### src/rtl/fifo_rd_packer_if.sv
`default_nettype none
// ============================================================================
//  Module      : fifo_rd_packer_if
//  Description : FIFO read port plus packed valid/ready output stream.
//  Revision    : 1.0  initial release
// ============================================================================
interface fifo_rd_packer_if #(
    parameter int DATA_SIZE = 8,
    parameter int PACK      = 4
);
    logic                      fifo_empty;
    logic [DATA_SIZE-1:0]      fifo_rd_data;
    logic                      fifo_rd_en;
    logic                      flush;
    logic                      out_valid;
    logic                      out_ready;
    logic [DATA_SIZE*PACK-1:0] out_data;
    logic [PACK-1:0]           out_keep;
    logic                      out_last;

    modport master (
        input  fifo_empty, fifo_rd_data, flush, out_ready,
        output fifo_rd_en, out_valid, out_data, out_keep, out_last
    );

    modport slave (
        output fifo_empty, fifo_rd_data, flush, out_ready,
        input  fifo_rd_en, out_valid, out_data, out_keep, out_last
    );
endinterface
`default_nettype wire

### src/rtl/fifo_rd_packer.sv
`default_nettype none
// ============================================================================
//  Module      : fifo_rd_packer
//  Description : Pops FIFO words and packs PACK of them per output beat;
//                flush emits a partial beat with keep mask and last flag.
//  Revision    : 1.0  initial release
// ============================================================================
module fifo_rd_packer #(
    parameter int DATA_SIZE = 8,
    parameter int PACK      = 4
) (
    input  wire logic         rd_clk,
    input  wire logic         rd_rst,
    fifo_rd_packer_if.master  bus
);
    localparam int c_out_size = DATA_SIZE * PACK;
    localparam int c_cnt_w    = $clog2(PACK) + 1;
    localparam logic [c_cnt_w-1:0] c_last_lane = c_cnt_w'(PACK - 1);

    logic [c_out_size-1:0] r_acc;
    logic [c_cnt_w-1:0]    r_cnt;
    logic                  r_flush_pend;
    logic                  r_out_valid;
    logic [c_out_size-1:0] r_out_data;
    logic [PACK-1:0]       r_out_keep;
    logic                  r_out_last;

    logic                  w_out_free;
    logic                  w_pop;
    logic                  w_complete;
    logic                  w_flush_move;
    logic [c_out_size-1:0] w_full;
    logic [PACK-1:0]       w_keep;

    assign w_out_free   = !r_out_valid || bus.out_ready;
    // Pops stall only when the last lane would need a free output register.
    assign w_pop        = !rd_rst && !bus.fifo_empty && !bus.flush && !r_flush_pend &&
                          ((r_cnt < c_last_lane) || w_out_free);
    assign w_complete   = w_pop && (r_cnt == c_last_lane);
    assign w_flush_move = r_flush_pend && w_out_free;

    always_comb begin
        w_full = r_acc;
        w_full[(PACK-1)*DATA_SIZE +: DATA_SIZE] = bus.fifo_rd_data;
    end

    always_comb begin
        w_keep = '0;
        for (int i = 0; i < PACK; i++) begin
            w_keep[i] = (i < int'(r_cnt));
        end
    end

    always_ff @(posedge rd_clk) begin
        if (rd_rst) begin
            r_acc        <= '0;
            r_cnt        <= '0;
            r_flush_pend <= 1'b0;
            r_out_valid  <= 1'b0;
            r_out_data   <= '0;
            r_out_keep   <= '0;
            r_out_last   <= 1'b0;
        end else begin
            if (r_out_valid && bus.out_ready) begin
                r_out_valid <= 1'b0;
            end

            if (w_complete) begin
                r_out_data  <= w_full;
                r_out_keep  <= '1;
                r_out_last  <= 1'b0;
                r_out_valid <= 1'b1;
                r_acc       <= '0;
                r_cnt       <= '0;
            end else if (w_pop) begin
                r_acc[int'(r_cnt)*DATA_SIZE +: DATA_SIZE] <= bus.fifo_rd_data;
                r_cnt <= r_cnt + 1'b1;
            end

            // Pops are blocked while a flush is pending, so this never races w_pop.
            if (w_flush_move) begin
                r_out_data   <= r_acc;
                r_out_keep   <= w_keep;
                r_out_last   <= 1'b1;
                r_out_valid  <= 1'b1;
                r_acc        <= '0;
                r_cnt        <= '0;
                r_flush_pend <= 1'b0;
            end else if (bus.flush && (r_cnt != '0)) begin
                r_flush_pend <= 1'b1;
            end
        end
    end

    assign bus.fifo_rd_en = w_pop;
    assign bus.out_valid  = r_out_valid;
    assign bus.out_data   = r_out_data;
    assign bus.out_keep   = r_out_keep;
    assign bus.out_last   = r_out_last;
endmodule
`default_nettype wire

### src/flat_wrapper.sv
// flat-port wrapper written by rule: the top's interface ports become plain ports
module fifo_rd_packer_flat 
#(
    parameter int DATA_SIZE = 8,
    parameter int PACK      = 4
)
  (rd_clk, rd_rst, bus_fifo_empty, bus_fifo_rd_data, bus_flush, bus_out_ready, bus_fifo_rd_en, bus_out_valid, bus_out_data, bus_out_keep, bus_out_last);
  fifo_rd_packer_if #(.DATA_SIZE(DATA_SIZE), .PACK(PACK)) bus_i ();
  input  wire logic rd_clk;
  input  wire logic rd_rst;
  input wire logic [$bits(bus_i.fifo_empty)-1:0] bus_fifo_empty;
  input wire logic [$bits(bus_i.fifo_rd_data)-1:0] bus_fifo_rd_data;
  input wire logic [$bits(bus_i.flush)-1:0] bus_flush;
  input wire logic [$bits(bus_i.out_ready)-1:0] bus_out_ready;
  output wire logic [$bits(bus_i.fifo_rd_en)-1:0] bus_fifo_rd_en;
  output wire logic [$bits(bus_i.out_valid)-1:0] bus_out_valid;
  output wire logic [$bits(bus_i.out_data)-1:0] bus_out_data;
  output wire logic [$bits(bus_i.out_keep)-1:0] bus_out_keep;
  output wire logic [$bits(bus_i.out_last)-1:0] bus_out_last;
  assign bus_i.fifo_empty = bus_fifo_empty;
  assign bus_i.fifo_rd_data = bus_fifo_rd_data;
  assign bus_i.flush = bus_flush;
  assign bus_i.out_ready = bus_out_ready;
  assign bus_fifo_rd_en = bus_i.fifo_rd_en;
  assign bus_out_valid = bus_i.out_valid;
  assign bus_out_data = bus_i.out_data;
  assign bus_out_keep = bus_i.out_keep;
  assign bus_out_last = bus_i.out_last;
  fifo_rd_packer #(.DATA_SIZE(DATA_SIZE), .PACK(PACK)) u_core (.rd_clk(rd_clk), .rd_rst(rd_rst), .bus(bus_i));
endmodule
### config.mk
export PLATFORM = sky130hd
export DESIGN_NAME = fifo_rd_packer_flat
export DESIGN_NICKNAME = d
export VERILOG_FILES = /design/src/rtl/fifo_rd_packer_if.sv /design/src/rtl/fifo_rd_packer.sv /design/src/flat_wrapper.sv
export SDC_FILE = /design/constraint.sdc
export NUM_CORES = 1
export LEC_CHECK = 0
export ABC_CLOCK_PERIOD_IN_PS = 2210
export BUFFER_PORTS_ARGS = -buffer_cell sky130_fd_sc_hd__buf_4
export CAP_MARGIN = 15
export CORE_ASPECT_RATIO = 0.9
export CORE_UTILIZATION = 55
export CTS_CLUSTER_SIZE = 25
export DETAILED_ROUTE_END_ITERATION = 8
export PLACE_DENSITY_LB_ADDON = 0.2
export SYNTH_ARGS = -nofsm -noshare
export SYNTH_HDL_FRONTEND = slang
export SYNTH_SLANG_ARGS = --single-unit
### constraint.sdc
create_clock -name rd_clk -period 2.21 [get_ports rd_clk]
set_input_delay 0.442 -clock rd_clk [delete_from_list [all_inputs] [get_ports rd_clk]]
set_output_delay 0.442 -clock rd_clk [all_outputs]
set_load 0.02 [all_outputs]
==> run summary <==
- **worst clock skew** 0.009194 ns
- **Max clock buf depth** 2
- **clock period minus final worst setup slack** 2.096 ns
- **Critical path buffers and inverters** 3
- **placer's final routability congestion estimate** 0.8755
- **yosys synthesis warning count** 0
- **aggregate global routing overflow** 0
- **post-route core utilization** 68.55%
- **DRT Pass-1 Iters** 4
- **wire length of the first global-routing pass** 11850 um
- **path category of the worst min-delay check** in -> reg
- **RSZ-0062 raised after global routing** no
- **Setup Viol. Count Final** 0
- **internal power consumption** 1.906 mW
- **clock tree from TritonCTS** done
- **area of the die** 5746 um2
- **number of placement rows** 25
- **starting utilization of the core area** 57.00%
- **layout cell share with drive strength beyond 1** 20.65%
- **final-stage net count** 416
- **count of buffers from port buffering** 51
- **Num CTS Buffers** 9
- **portion of total power attributed to sequential cells** 53.4%
- **Max FO, Critical Path** 13
- **Hold Vio Cnt, Final** 0
- **count of placed standard cells including taps** 453
- **final-layout worst hold slack** 0.3874 ns
- **layout-stage area growth over the synthesis result** 20.26%
- **Die H** 72.01 um
- **relative contribution of combinational cells to total power** 11.2%
- **result of the run** finished, final reports clean
- **synthesized net count** 365
- **detail-routed via count per cell** 5.840
- **Post-Syn Area** 2995 um2
- **initial drt markers** 170
- **Sw Share** 26.23%
- **total power after layout** 2.584 mW
- **synth unique cells** 31
- **antenna diode instance count** 0
- **per-cell routed wire length** 15.41 um
- **crit path kind** reg -> out
- **clock slew at the register clock pins of the worst setup and hold paths** 0.07 ns
- **clock latency at the later pin of the worst-skew pair** 0.36 ns
- **average cell area after synthesis** 8.657 um2
- **overall routing resource usage** 26.82%
- **via count of the first global-routing pass** 2533
- **Post-Layout Cell Count** 469
- **Max-Slew Margin vs Limit** 52.99%
- **cell chain of the critical path** buf_4 > a21oi_1 > buf_4 > o21a_2 > buf_4
- **worst vdd ir** 0.0004786 V
- **proportion of power drawn by the clock network** 35.4%
- **share of the yosys chip area belonging to registers** 49.46%
- **synthesized netlist cell count** 346
- **slowest library cell on the worst path** sky130_fd_sc_hd__dfxtp_1
- **arrival time reported for the critical path endpoint** 1.65 ns
- **wirelength, routed** 7226 um
- **I/O Pins** 52
- **clock tree root buffer cell** sky130_fd_sc_hd__clkbuf_8
- **H-Tree Depth** 3
- **Max Slew Vio Count** 0
- **measured slew at the worst slew-check pin** 0.7045 ns
- **cell repeated most along the worst path** sky130_fd_sc_hd__buf_4
- **width of the die** 79.79 um
- **Crit path largest cell delay** 0.37 ns
- **net switching power** 0.6779 mW
- **placeable core region** 5255 um2
- **Total Neg Setup Slack** 0 ns
- **required time of the worst setup path** 1.77 ns
- **share of the clock period used by the worst path after layout** 94.83%
- **remaining number of nets flagged by the antenna check after routing** 0
- **startpoint type of the worst setup path** flip-flop
- **Cell Pwr Density** 717.4 nW/um2
- **number of flip-flops and latches in the synthesized netlist** 74
- **leakage** 1.384 nW
- **Largest delay share family, worst path** buffers and inverters
- **DRC violations left** 0
- **achievable frequency** 0.4772 GHz
- **max-capacitance violation count** 0
- **number of sinks driven by the clock tree** 74
- **pin count of the biggest net entering global routing** 50
- **number of antenna violations at the first check in global routing** 0
- **sort of element at the end of the critical path** output port
- **via total after detailed routing** 2739
- **half-perimeter wire length of the detailed placement result** 4681 um
==> worst min-delay path, cell delays in order <==
cell	delay (ns)
sky130_fd_sc_hd__buf_4	0.12
sky130_fd_sc_hd__mux2i_1	0.07
sky130_fd_sc_hd__nor2_1	0.07
==> power groups by stage <==
stage / logic [mW] / registers [mW] / clock network, mW
floorplan: 0.157 / 1.43 / 0
global placement: 0.280 / 1.41 / 0
detailed placement: 0.284 / 1.41 / 0
CTS: 0.286 / 1.38 / 0.932
global route: 0.313 / 1.38 / 0.982
finish: 0.288 / 1.38 / 0.916
==> kinds of logic after synthesis <==
group | synth area share, %
AND/OR/NAND/NOR | 20.26
AO/OA/AOI/OAI | 19.09
flip-flops | 49.46
buffers and inverters | 5.388
multiplexers | 3.008
adder cells (fa/ha/maj) | 2.506
XOR/XNOR | 0.2925
==> state kept, by name, summed over array words and instances, names as in the netlist <==
name,cells
u_core.r_acc,32
u_core.bus.out_data,32
u_core.r_flush_pend,1
u_core.bus.out_keep,4
u_core.bus.out_last,1
u_core.bus.out_valid,1
u_core.r_cnt,3
==> stage by stage <==
step | cell area [um2] | setup WS (ns)
final | 3602 | 0.1142
after global routing | 3602 | 0.005750
after CTS | 3601 | 0.03649
after detailed placement | 3436 | 0.2565
after global placement | 3436 | 0.3467
after floorplan | 2995 | 0.4298
==> placed cells by master, fill, tap and decap left out, drive strengths merged <==
cell and count:
dfxtp 74, buf 67, a21oi 51, nand2 42, nand3 40, o21ai 24
nor2 17, nor3 15, clkbuf 14, mux2i 9, nand4 9, a311oi 8
ha 6, a211oi 4, inv 4, o2111ai 3, o2111a 3, or3 1
xnor2 1, nor3b 1, a31oi 1, nand2b 1, nor4 1, o21a 1
o211ai 1, and2 1, o211a 1, clkinv 1, clkinvlp 1
==> area by class of cell <==
class                           count  area, um2
Clock buffer                       14      152.6
Clock inverter                      2      12.51
Fill cell                         450       1653
Inverter                            4      15.01
Multi-Input combinational cell    241       1354
Sequential cell                    74       1481
Tap cell                           67      83.83
Timing Repair Buffer               67      503.0
==> repair_timing <==
| action | CTS | global route |
|---|---|---|
| resized for setup | 0 | 1 |
| hold buffers | 0 | 0 |
| endpoints found under the setup margin | 0 | 1 |
| setup buffers | 0 | 0 |
==> cells in the mapped netlist <==
cell type                   number  area (um2)
sky130_fd_sc_hd__nand3_1        40       200.2
sky130_fd_sc_hd__o211ai_2        1       12.51
sky130_fd_sc_hd__a21oi_1        51       255.2
sky130_fd_sc_hd__nor3_1         15       75.07
sky130_fd_sc_hd__nand2b_1        1       6.260
sky130_fd_sc_hd__buf_4           1       7.510
sky130_fd_sc_hd__o2111ai_1       3       26.28
sky130_fd_sc_hd__clkbuf_1       18       67.56
sky130_fd_sc_hd__buf_6           5       56.30
sky130_fd_sc_hd__buf_2           2       10.01
sky130_fd_sc_hd__a311oi_1        8       70.07
sky130_fd_sc_hd__nand4_2         1       12.51
sky130_fd_sc_hd__a31oi_1         1       6.260
sky130_fd_sc_hd__ha_1            6       75.07
sky130_fd_sc_hd__o21a_1          1       7.510
sky130_fd_sc_hd__o211a_1         1       10.01
sky130_fd_sc_hd__o21ai_0        24       120.1
sky130_fd_sc_hd__mux2i_1         9       90.09
sky130_fd_sc_hd__o2111a_1        3       33.78
sky130_fd_sc_hd__nand4_1         8       50.05
sky130_fd_sc_hd__dfxtp_1        74        1481
sky130_fd_sc_hd__and2_0          1       6.260
sky130_fd_sc_hd__inv_1           4       15.01
sky130_fd_sc_hd__nand2_1        42       157.7
sky130_fd_sc_hd__nor3b_1         1       7.510
sky130_fd_sc_hd__nor2_1         17       63.81
sky130_fd_sc_hd__clkbuf_2        1       5.000
sky130_fd_sc_hd__or3_1           1       6.260
sky130_fd_sc_hd__xnor2_1         1       8.760
sky130_fd_sc_hd__nor4_4          1       21.27
sky130_fd_sc_hd__a211oi_1        4       30.03
==> metal layers <==
metal  track usage, %  share of wire (%)  vias to the layer above
met2            44.54                 48                       74
li1                 -                  -                     1343
met5                0                  0                        -
met1            32.56                 45                     1313
met3            8.805                5.9                        9
met4            9.722                1.3                        0
==> final timing paths <==
| check | start | to | slack (ns) | depth (start not counted) |
|---|---|---|---|---|
| worst min-delay path | bus_fifo_rd_data[7] | u_core.r_acc[7] | 0.39 | 3 |
| worst max register to register | u_core.r_cnt[1] | u_core.r_acc[2] | 0.19 | 7 |
| worst max-delay path | u_core.r_cnt[0] | bus_fifo_rd_en | 0.11 | 5 |
| worst min register to register | u_core.r_acc[8] | u_core.r_acc[8] | 0.45 | 2 |
Note: power is estimated with default switching activity, not from simulation.
